--- config.mk ---
export PLATFORM = sky130hd
export DESIGN_NAME = vga_scan_out_flat
export DESIGN_NICKNAME = d
export VERILOG_FILES = /design/src/rtl/vga_timing_pkg.sv /design/src/rtl/vga_scan_out_if.sv /design/src/rtl/vga_timing_counter.sv /design/src/rtl/vga_scan_out.sv /design/src/flat_wrapper.sv
export SDC_FILE = /design/constraint.sdc
export NUM_CORES = 1
export LEC_CHECK = 0
export ABC_CLOCK_PERIOD_IN_PS = 4700
export BUFFER_PORTS_ARGS = -buffer_cell sky130_fd_sc_hd__buf_2
export CORE_ASPECT_RATIO = 0.9
export CORE_UTILIZATION = 42
export DETAILED_ROUTE_END_ITERATION = 8
export GPL_TIMING_DRIVEN = 0
export PLACE_DENSITY = 0.69
export SYNTH_ARGS = -nofsm -noshare
export SYNTH_HDL_FRONTEND = slang
export SYNTH_SLANG_ARGS = --single-unit
--- constraint.sdc ---
create_clock -name clk -period 4.7 [get_ports clk]
set_input_delay 0.705 -clock clk [delete_from_list [all_inputs] [get_ports clk]]
set_output_delay 0.705 -clock clk [all_outputs]
set_load 0.02 [all_outputs]
--- src/rtl/vga_timing_pkg.sv ---
// Timing constants for the 1440x900@60 scan (106.47 MHz pixel clock) and the
// coordinate width shared by the scan-out block and its interface.
package vga_timing_pkg;

  localparam int unsigned COORD_W = 11;

  localparam int unsigned VGA_H_VIS  = 1440;
  localparam int unsigned VGA_H_FP   = 80;
  localparam int unsigned VGA_H_SYNC = 152;
  localparam int unsigned VGA_H_BP   = 232;
  localparam int unsigned VGA_V_VIS  = 900;
  localparam int unsigned VGA_V_FP   = 1;
  localparam int unsigned VGA_V_SYNC = 3;
  localparam int unsigned VGA_V_BP   = 28;
  localparam bit          VGA_H_POL  = 1'b0;
  localparam bit          VGA_V_POL  = 1'b1;

  localparam int unsigned VGA_H_TOTAL  = VGA_H_VIS + VGA_H_FP + VGA_H_SYNC + VGA_H_BP;
  localparam int unsigned VGA_V_TOTAL  = VGA_V_VIS + VGA_V_FP + VGA_V_SYNC + VGA_V_BP;
  localparam int unsigned VGA_HS_START = VGA_H_VIS + VGA_H_FP;
  localparam int unsigned VGA_HS_END   = VGA_HS_START + VGA_H_SYNC;
  localparam int unsigned VGA_VS_START = VGA_V_VIS + VGA_V_FP;
  localparam int unsigned VGA_VS_END   = VGA_VS_START + VGA_V_SYNC;

endpackage

--- src/rtl/vga_scan_out_if.sv ---
// Bundle between the scan-out block, the renderer and the VGA pins.
//   master (scan-out): drives curr_x/curr_y, colour, syncs, active, frame_tick;
//                      samples draw_r/g/b.
//   slave  (renderer/display side): the reverse.
interface vga_scan_out_if;
  import vga_timing_pkg::*;

  logic [COORD_W-1:0] curr_x;
  logic [COORD_W-1:0] curr_y;
  logic [3:0]         draw_r;
  logic [3:0]         draw_g;
  logic [3:0]         draw_b;
  logic [3:0]         vga_r;
  logic [3:0]         vga_g;
  logic [3:0]         vga_b;
  logic               hsync;
  logic               vsync;
  logic               active;
  logic               frame_tick;

  modport master (
    input  draw_r, draw_g, draw_b,
    output curr_x, curr_y, vga_r, vga_g, vga_b, hsync, vsync, active, frame_tick
  );

  modport slave (
    output draw_r, draw_g, draw_b,
    input  curr_x, curr_y, vga_r, vga_g, vga_b, hsync, vsync, active, frame_tick
  );
endinterface

--- src/rtl/vga_timing_counter.sv ---
// Horizontal/vertical scan counters with raw (undelayed) decode.
//   clk, rst     : pixel clock, async active-low reset
//   hcnt, vcnt   : registered scan position
//   vis          : position is inside the visible area
//   hs_raw/vs_raw: position is inside the h/v sync pulse (active-high flags)
//   frame_tick   : registered pulse in the cycle hcnt=0, vcnt=V_VIS
module vga_timing_counter
  import vga_timing_pkg::*;
#(
  parameter int unsigned H_VIS  = VGA_H_VIS,
  parameter int unsigned H_FP   = VGA_H_FP,
  parameter int unsigned H_SYNC = VGA_H_SYNC,
  parameter int unsigned H_BP   = VGA_H_BP,
  parameter int unsigned V_VIS  = VGA_V_VIS,
  parameter int unsigned V_FP   = VGA_V_FP,
  parameter int unsigned V_SYNC = VGA_V_SYNC,
  parameter int unsigned V_BP   = VGA_V_BP
) (
  input  logic               clk,
  input  logic               rst,
  output logic [COORD_W-1:0] hcnt,
  output logic [COORD_W-1:0] vcnt,
  output logic               vis,
  output logic               hs_raw,
  output logic               vs_raw,
  output logic               frame_tick
);

  localparam int unsigned H_TOTAL = H_VIS + H_FP + H_SYNC + H_BP;
  localparam int unsigned V_TOTAL = V_VIS + V_FP + V_SYNC + V_BP;

  if (H_TOTAL >= (1 << COORD_W) || V_TOTAL >= (1 << COORD_W)) begin : g_bad_total
    $error("vga_timing_counter: H_TOTAL/V_TOTAL do not fit the coordinate width");
  end

  // Constants sized to the counters so the compares stay width-matched.
  localparam logic [COORD_W-1:0] H_LAST   = COORD_W'(H_TOTAL - 1);
  localparam logic [COORD_W-1:0] V_LAST   = COORD_W'(V_TOTAL - 1);
  localparam logic [COORD_W-1:0] H_VIS_C  = COORD_W'(H_VIS);
  localparam logic [COORD_W-1:0] V_VIS_C  = COORD_W'(V_VIS);
  localparam logic [COORD_W-1:0] V_TICK_C = COORD_W'(V_VIS - 1);
  localparam logic [COORD_W-1:0] HS_START = COORD_W'(H_VIS + H_FP);
  localparam logic [COORD_W-1:0] HS_END   = COORD_W'(H_VIS + H_FP + H_SYNC);
  localparam logic [COORD_W-1:0] VS_START = COORD_W'(V_VIS + V_FP);
  localparam logic [COORD_W-1:0] VS_END   = COORD_W'(V_VIS + V_FP + V_SYNC);

  logic h_wrap;
  logic v_wrap;

  assign h_wrap = (hcnt == H_LAST);
  assign v_wrap = (vcnt == V_LAST);

  always_ff @(posedge clk or negedge rst) begin
    if (!rst) begin
      hcnt       <= '0;
      vcnt       <= '0;
      frame_tick <= 1'b0;
    end else begin
      hcnt <= h_wrap ? '0 : hcnt + 1'b1;
      if (h_wrap) begin
        vcnt <= v_wrap ? '0 : vcnt + 1'b1;
      end
      // Look one clock ahead so the pulse lands exactly on (0, V_VIS).
      frame_tick <= h_wrap && (vcnt == V_TICK_C);
    end
  end

  assign vis    = (hcnt < H_VIS_C) && (vcnt < V_VIS_C);
  assign hs_raw = (hcnt >= HS_START) && (hcnt < HS_END);
  assign vs_raw = (vcnt >= VS_START) && (vcnt < VS_END);

endmodule

--- src/rtl/vga_scan_out.sv ---
// Display scan-out: issues coordinates to the renderer, samples its colour and
// drives blank-masked, registered RGB with hsync/vsync/active aligned to it.
//   clk, rst : pixel clock, async active-low reset
//   bus      : vga_scan_out_if.master (coordinates, renderer colour, VGA pins,
//              frame_tick)
// Outputs for the coordinate presented in cycle t appear in cycle t+PIPE_DLY.
module vga_scan_out
  import vga_timing_pkg::*;
#(
  parameter int unsigned H_VIS    = VGA_H_VIS,
  parameter int unsigned H_FP     = VGA_H_FP,
  parameter int unsigned H_SYNC   = VGA_H_SYNC,
  parameter int unsigned H_BP     = VGA_H_BP,
  parameter int unsigned V_VIS    = VGA_V_VIS,
  parameter int unsigned V_FP     = VGA_V_FP,
  parameter int unsigned V_SYNC   = VGA_V_SYNC,
  parameter int unsigned V_BP     = VGA_V_BP,
  parameter bit          H_POL    = VGA_H_POL,
  parameter bit          V_POL    = VGA_V_POL,
  parameter int unsigned PIPE_DLY = 1
) (
  input logic             clk,
  input logic             rst,
  vga_scan_out_if.master  bus
);

  if (PIPE_DLY < 1 || PIPE_DLY > 4) begin : g_bad_dly
    $error("vga_scan_out: PIPE_DLY must be in 1..4");
  end

  logic [COORD_W-1:0] hcnt;
  logic [COORD_W-1:0] vcnt;
  logic               vis;
  logic               hs_raw;
  logic               vs_raw;
  logic               frame_tick;

  vga_timing_counter #(
    .H_VIS  (H_VIS),
    .H_FP   (H_FP),
    .H_SYNC (H_SYNC),
    .H_BP   (H_BP),
    .V_VIS  (V_VIS),
    .V_FP   (V_FP),
    .V_SYNC (V_SYNC),
    .V_BP   (V_BP)
  ) u_counter (
    .clk        (clk),
    .rst        (rst),
    .hcnt       (hcnt),
    .vcnt       (vcnt),
    .vis        (vis),
    .hs_raw     (hs_raw),
    .vs_raw     (vs_raw),
    .frame_tick (frame_tick)
  );

  // Delay lines hold active-high flags; bit i has been registered i+1 times.
  logic [PIPE_DLY-1:0] vis_q;
  logic [PIPE_DLY-1:0] hs_q;
  logic [PIPE_DLY-1:0] vs_q;
  logic [PIPE_DLY:0]   vis_all;
  logic [11:0]         rgb_q;

  // vis_all[i] is vis delayed by i clocks (bit 0 is the raw decode).
  assign vis_all = {vis_q, vis};

  always_ff @(posedge clk or negedge rst) begin
    if (!rst) begin
      vis_q <= '0;
      hs_q  <= '0;
      vs_q  <= '0;
      rgb_q <= '0;
    end else begin
      vis_q <= PIPE_DLY'({vis_q, vis});
      hs_q  <= PIPE_DLY'({hs_q, hs_raw});
      vs_q  <= PIPE_DLY'({vs_q, vs_raw});
      // Renderer colour arrives PIPE_DLY-1 clocks after its coordinate, so
      // mask it with vis delayed by the same amount; porch colour never leaks.
      rgb_q <= vis_all[PIPE_DLY-1] ? {bus.draw_r, bus.draw_g, bus.draw_b} : 12'h000;
    end
  end

  assign bus.curr_x     = hcnt;
  assign bus.curr_y     = vcnt;
  assign bus.vga_r      = rgb_q[11:8];
  assign bus.vga_g      = rgb_q[7:4];
  assign bus.vga_b      = rgb_q[3:0];
  assign bus.active     = vis_all[PIPE_DLY];
  assign bus.hsync      = hs_q[PIPE_DLY-1] ? H_POL : ~H_POL;
  assign bus.vsync      = vs_q[PIPE_DLY-1] ? V_POL : ~V_POL;
  assign bus.frame_tick = frame_tick;

endmodule

--- src/flat_wrapper.sv ---
// flat-port wrapper written by rule: the top's interface ports become plain ports
module vga_scan_out_flat import vga_timing_pkg::*;
#(
  parameter int unsigned H_VIS    = VGA_H_VIS,
  parameter int unsigned H_FP     = VGA_H_FP,
  parameter int unsigned H_SYNC   = VGA_H_SYNC,
  parameter int unsigned H_BP     = VGA_H_BP,
  parameter int unsigned V_VIS    = VGA_V_VIS,
  parameter int unsigned V_FP     = VGA_V_FP,
  parameter int unsigned V_SYNC   = VGA_V_SYNC,
  parameter int unsigned V_BP     = VGA_V_BP,
  parameter bit          H_POL    = VGA_H_POL,
  parameter bit          V_POL    = VGA_V_POL,
  parameter int unsigned PIPE_DLY = 1
)
  (clk, rst, bus_draw_r, bus_draw_g, bus_draw_b, bus_curr_x, bus_curr_y, bus_vga_r, bus_vga_g, bus_vga_b, bus_hsync, bus_vsync, bus_active, bus_frame_tick);
  vga_scan_out_if bus_i ();
  input logic clk;
  input logic rst;
  input wire logic [$bits(bus_i.draw_r)-1:0] bus_draw_r;
  input wire logic [$bits(bus_i.draw_g)-1:0] bus_draw_g;
  input wire logic [$bits(bus_i.draw_b)-1:0] bus_draw_b;
  output wire logic [$bits(bus_i.curr_x)-1:0] bus_curr_x;
  output wire logic [$bits(bus_i.curr_y)-1:0] bus_curr_y;
  output wire logic [$bits(bus_i.vga_r)-1:0] bus_vga_r;
  output wire logic [$bits(bus_i.vga_g)-1:0] bus_vga_g;
  output wire logic [$bits(bus_i.vga_b)-1:0] bus_vga_b;
  output wire logic [$bits(bus_i.hsync)-1:0] bus_hsync;
  output wire logic [$bits(bus_i.vsync)-1:0] bus_vsync;
  output wire logic [$bits(bus_i.active)-1:0] bus_active;
  output wire logic [$bits(bus_i.frame_tick)-1:0] bus_frame_tick;
  assign bus_i.draw_r = bus_draw_r;
  assign bus_i.draw_g = bus_draw_g;
  assign bus_i.draw_b = bus_draw_b;
  assign bus_curr_x = bus_i.curr_x;
  assign bus_curr_y = bus_i.curr_y;
  assign bus_vga_r = bus_i.vga_r;
  assign bus_vga_g = bus_i.vga_g;
  assign bus_vga_b = bus_i.vga_b;
  assign bus_hsync = bus_i.hsync;
  assign bus_vsync = bus_i.vsync;
  assign bus_active = bus_i.active;
  assign bus_frame_tick = bus_i.frame_tick;
  vga_scan_out #(.H_VIS(H_VIS), .H_FP(H_FP), .H_SYNC(H_SYNC), .H_BP(H_BP), .V_VIS(V_VIS), .V_FP(V_FP), .V_SYNC(V_SYNC), .V_BP(V_BP), .H_POL(H_POL), .V_POL(V_POL), .PIPE_DLY(PIPE_DLY)) u_core (.clk(clk), .rst(rst), .bus(bus_i));
endmodule
==> flow_metrics.tcl <==
set metrics [dict create \
    outcome "complete, no violations" \
    synth_edf_count 0 \
    yosysWarningCount 0 \
    cellPowerDensity_nw_per_um2 272 \
    path_class "reg -> reg" \
    antenna_found_initial 0 \
    gr-usage-all-layers_pct 17.8 \
    crit_required_ns 4.87 \
    fp-row-count 21 \
    drtIter0Drc 49 \
    nNetsFinal 230 \
    synth_seq_area_share_pct 56.5 \
    cp-end-kind "register" \
    ys.flop_type "dfrtp_1" \
    syn_area_per_cell_sq_um 10.9 \
    start_util_pct 44.5 \
    worst_ep_arrival_time_ns 2.25 \
    synthArstFlopShare_pct 100 \
    fp.dieW_microns 68.8 \
    fillers 357 \
    post_cts_buffers 0 \
    period_minus_slack_ns 2.08 \
    power_switching_share_pct 22.0 \
    vias 1338 \
    overflow 0 \
    max-slew-margin-rel_pct 44.4 \
    ctsHoldBuffers 0 \
    grt_setup_unrepaired "false" \
    htree_levels 2 \
    r2r_cells 6 \
    area_growth_pct 23.3 \
    period_share_pct 44.2 \
    dpl.hpwl_microns 2440 \
    power_frac_seq_pct 58.9 \
    final_common_cell "buf_2" \
    drv_slew 0 \
    ir_worst_vdd_v 0.000131 \
    grt_max_degree 39 \
    viasPerCell 5.17 \
    firstDrtPassIters 4 \
    io_buffers 51 \
    synth_cell_types 38 \
    insertion_delay_ns 0.29 \
    hold_violations 0 \
    n_antenna_cell 0 \
    holdWs_ns 0.517 \
    switchingPower_mw 0.124 \
    ioPinCount 52 \
    finalSetupViolCount 0 \
    ctsResizeCount 0 \
    final_core_util_pct 54.9 \
    cts_tree "done" \
    setup_tns_ns 0 \
    worst_pin_slew_ns 0.834 \
    mostFrequentLayoutCells "buf_2 (51), dfrtp_1 (38), nor2_1 (12), and2_1 (12)" \
    min_path_type "in -> async" \
    die_h_microns 62.1 \
    drc 0 \
    dieArea_sq_um 4270 \
    max-clock-path-buffers 2 \
    power_leakage_nw 0.981 \
    grt_pass1_vias 1173 \
    numCtsBuffers 5 \
    core_area_sq_um 3780 \
    combPwrFrac_pct 4.7 \
    grt_first_pass_wirelength_microns 5460 \
    place.gp.congestion 0.779 \
    max_cap_violations 0 \
    timing.fmax_ghz 0.482 \
    netlist_instances 155 \
    syn-num-nets 172 \
    synth_seq_cells 38 \
    root_buffer "clkbuf_8" \
    synth_area_sq_um 1680 \
    cts_sinks 38 \
    worst_clock_skew_ns 0.00424 \
    startpoint_type "register" \
    finalWirelength_microns 3340 \
    wl_per_cell_microns 12.9 \
    drive_above_1_share_pct 31.5 \
    internal_power_mw 0.441 \
    detail-route-antenna-nets 0 \
    clk_pin_slew_ns 0.07 \
    cp_max_fo 10 \
    clkPwrFrac_pct 36.4 \
]
## metrics by stage
| step | power [mW] | setup WS (ns) | area, sq um | cells |
|---|---|---|---|---|
| after CTS | 0.574 | 2.60 | 2080 | 259 |
| after floorplan | 0.350 | 2.78 | 1680 | 155 |
| after global placement | 0.366 | 2.64 | 2000 | 252 |
| final | 0.565 | 2.62 | 2080 | 259 |
| after global routing | 0.590 | 2.39 | 2080 | 259 |
| after detailed placement | 0.367 | 2.62 | 2000 | 252 |
## cell type report
class | instances | area [sq um] | share of cell area [%]
inverter | 9 | 33.8 | 1.63
clock inverter | 2 | 10.0 | 0.482
multi-input combinational | 105 | 677 | 32.6
timing repair buffer | 51 | 255 | 12.3
buffer | 3 | 22.5 | 1.08
clock buffer | 5 | 68.8 | 3.32
sequential | 38 | 951 | 45.8
tap | 46 | 57.6 | 2.77
## state kept, by name (all words and copies together), names as in the netlist
name	flops
u_core.bus.active	1
u_core.hs_q	1
u_core.rgb_q	12
u_core.u_counter.frame_tick	1
u_core.u_counter.hcnt	11
u_core.u_counter.vcnt	11
u_core.vs_q	1
## cell families (layout without fill, tap and decap cells)
kind of cell,Yosys count,in the layout,share of synthesized area (%)
compound gates,20,20,6.83
flops,38,38,56.5
xor+xnor,11,11,5.72
fa+ha+maj,3,3,2.23
mux,1,1,0.594
simple gates,70,70,24.8
buf+inv,12,70,3.34
## power by group through the flow
stage	combinational [mW]	clock, mW	sequential [mW]
finish	0.0265	0.206	0.333
global route	0.0303	0.226	0.333
CTS	0.0274	0.213	0.333
detailed placement	0.0273	0	0.339
global placement	0.0269	0	0.339
floorplan	0.00329	0	0.347
## critical path: stages (launching register included)
cell and delay [ns]:
dfrtp_1 0.42, ha_1 0.26, nand3_4 0.14, nor4_1 0.61
buf_4 0.30, nand3_2 0.09, xnor2_1 0.13
## cell usage after synthesis, types with 2 or more instances
cell	number	share of area [%]
xor2_1	3	1.6
nand2_1	8	1.8
and2_1	12	4.5
nor4_1	2	0.74
o21bai_1	2	0.89
xnor2_1	8	4.2
ha_1	3	2.2
nand3_1	6	1.8
a21oi_1	9	2.7
nand2b_1	3	1.1
nand4_1	4	1.5
nor3_1	8	2.4
o22ai_1	4	1.5
o21ai_0	2	0.59
dfrtp_1	38	56
inv_1	9	2.0
and4_1	2	1.0
nor2_1	12	2.7
## final timing paths
path                                            from                        end  slack [ns]
hold / removal                                   rst   u_core.u_counter.hcnt[8]        0.52
max in group asynchronous                        rst            u_core.rgb_q[7]        3.66
min in group clk           u_core.u_counter.vcnt[10]  u_core.u_counter.vcnt[10]        0.53
hold reg to reg            u_core.u_counter.vcnt[10]  u_core.u_counter.vcnt[10]        0.53
setup / recovery            u_core.u_counter.hcnt[0]   u_core.u_counter.vcnt[6]        2.62
setup reg to reg            u_core.u_counter.hcnt[0]   u_core.u_counter.vcnt[6]        2.62
## layer usage
layer	vias up	part of all wire, %	track usage (%)
li1	650	-	-
met1	652	47	24.5
met5	-	0	0
met3	7	4.3	4.38
met2	29	47	26.2
met4	0	1.7	8.75
No activity file was read; power rests on OpenSTA's default activity.
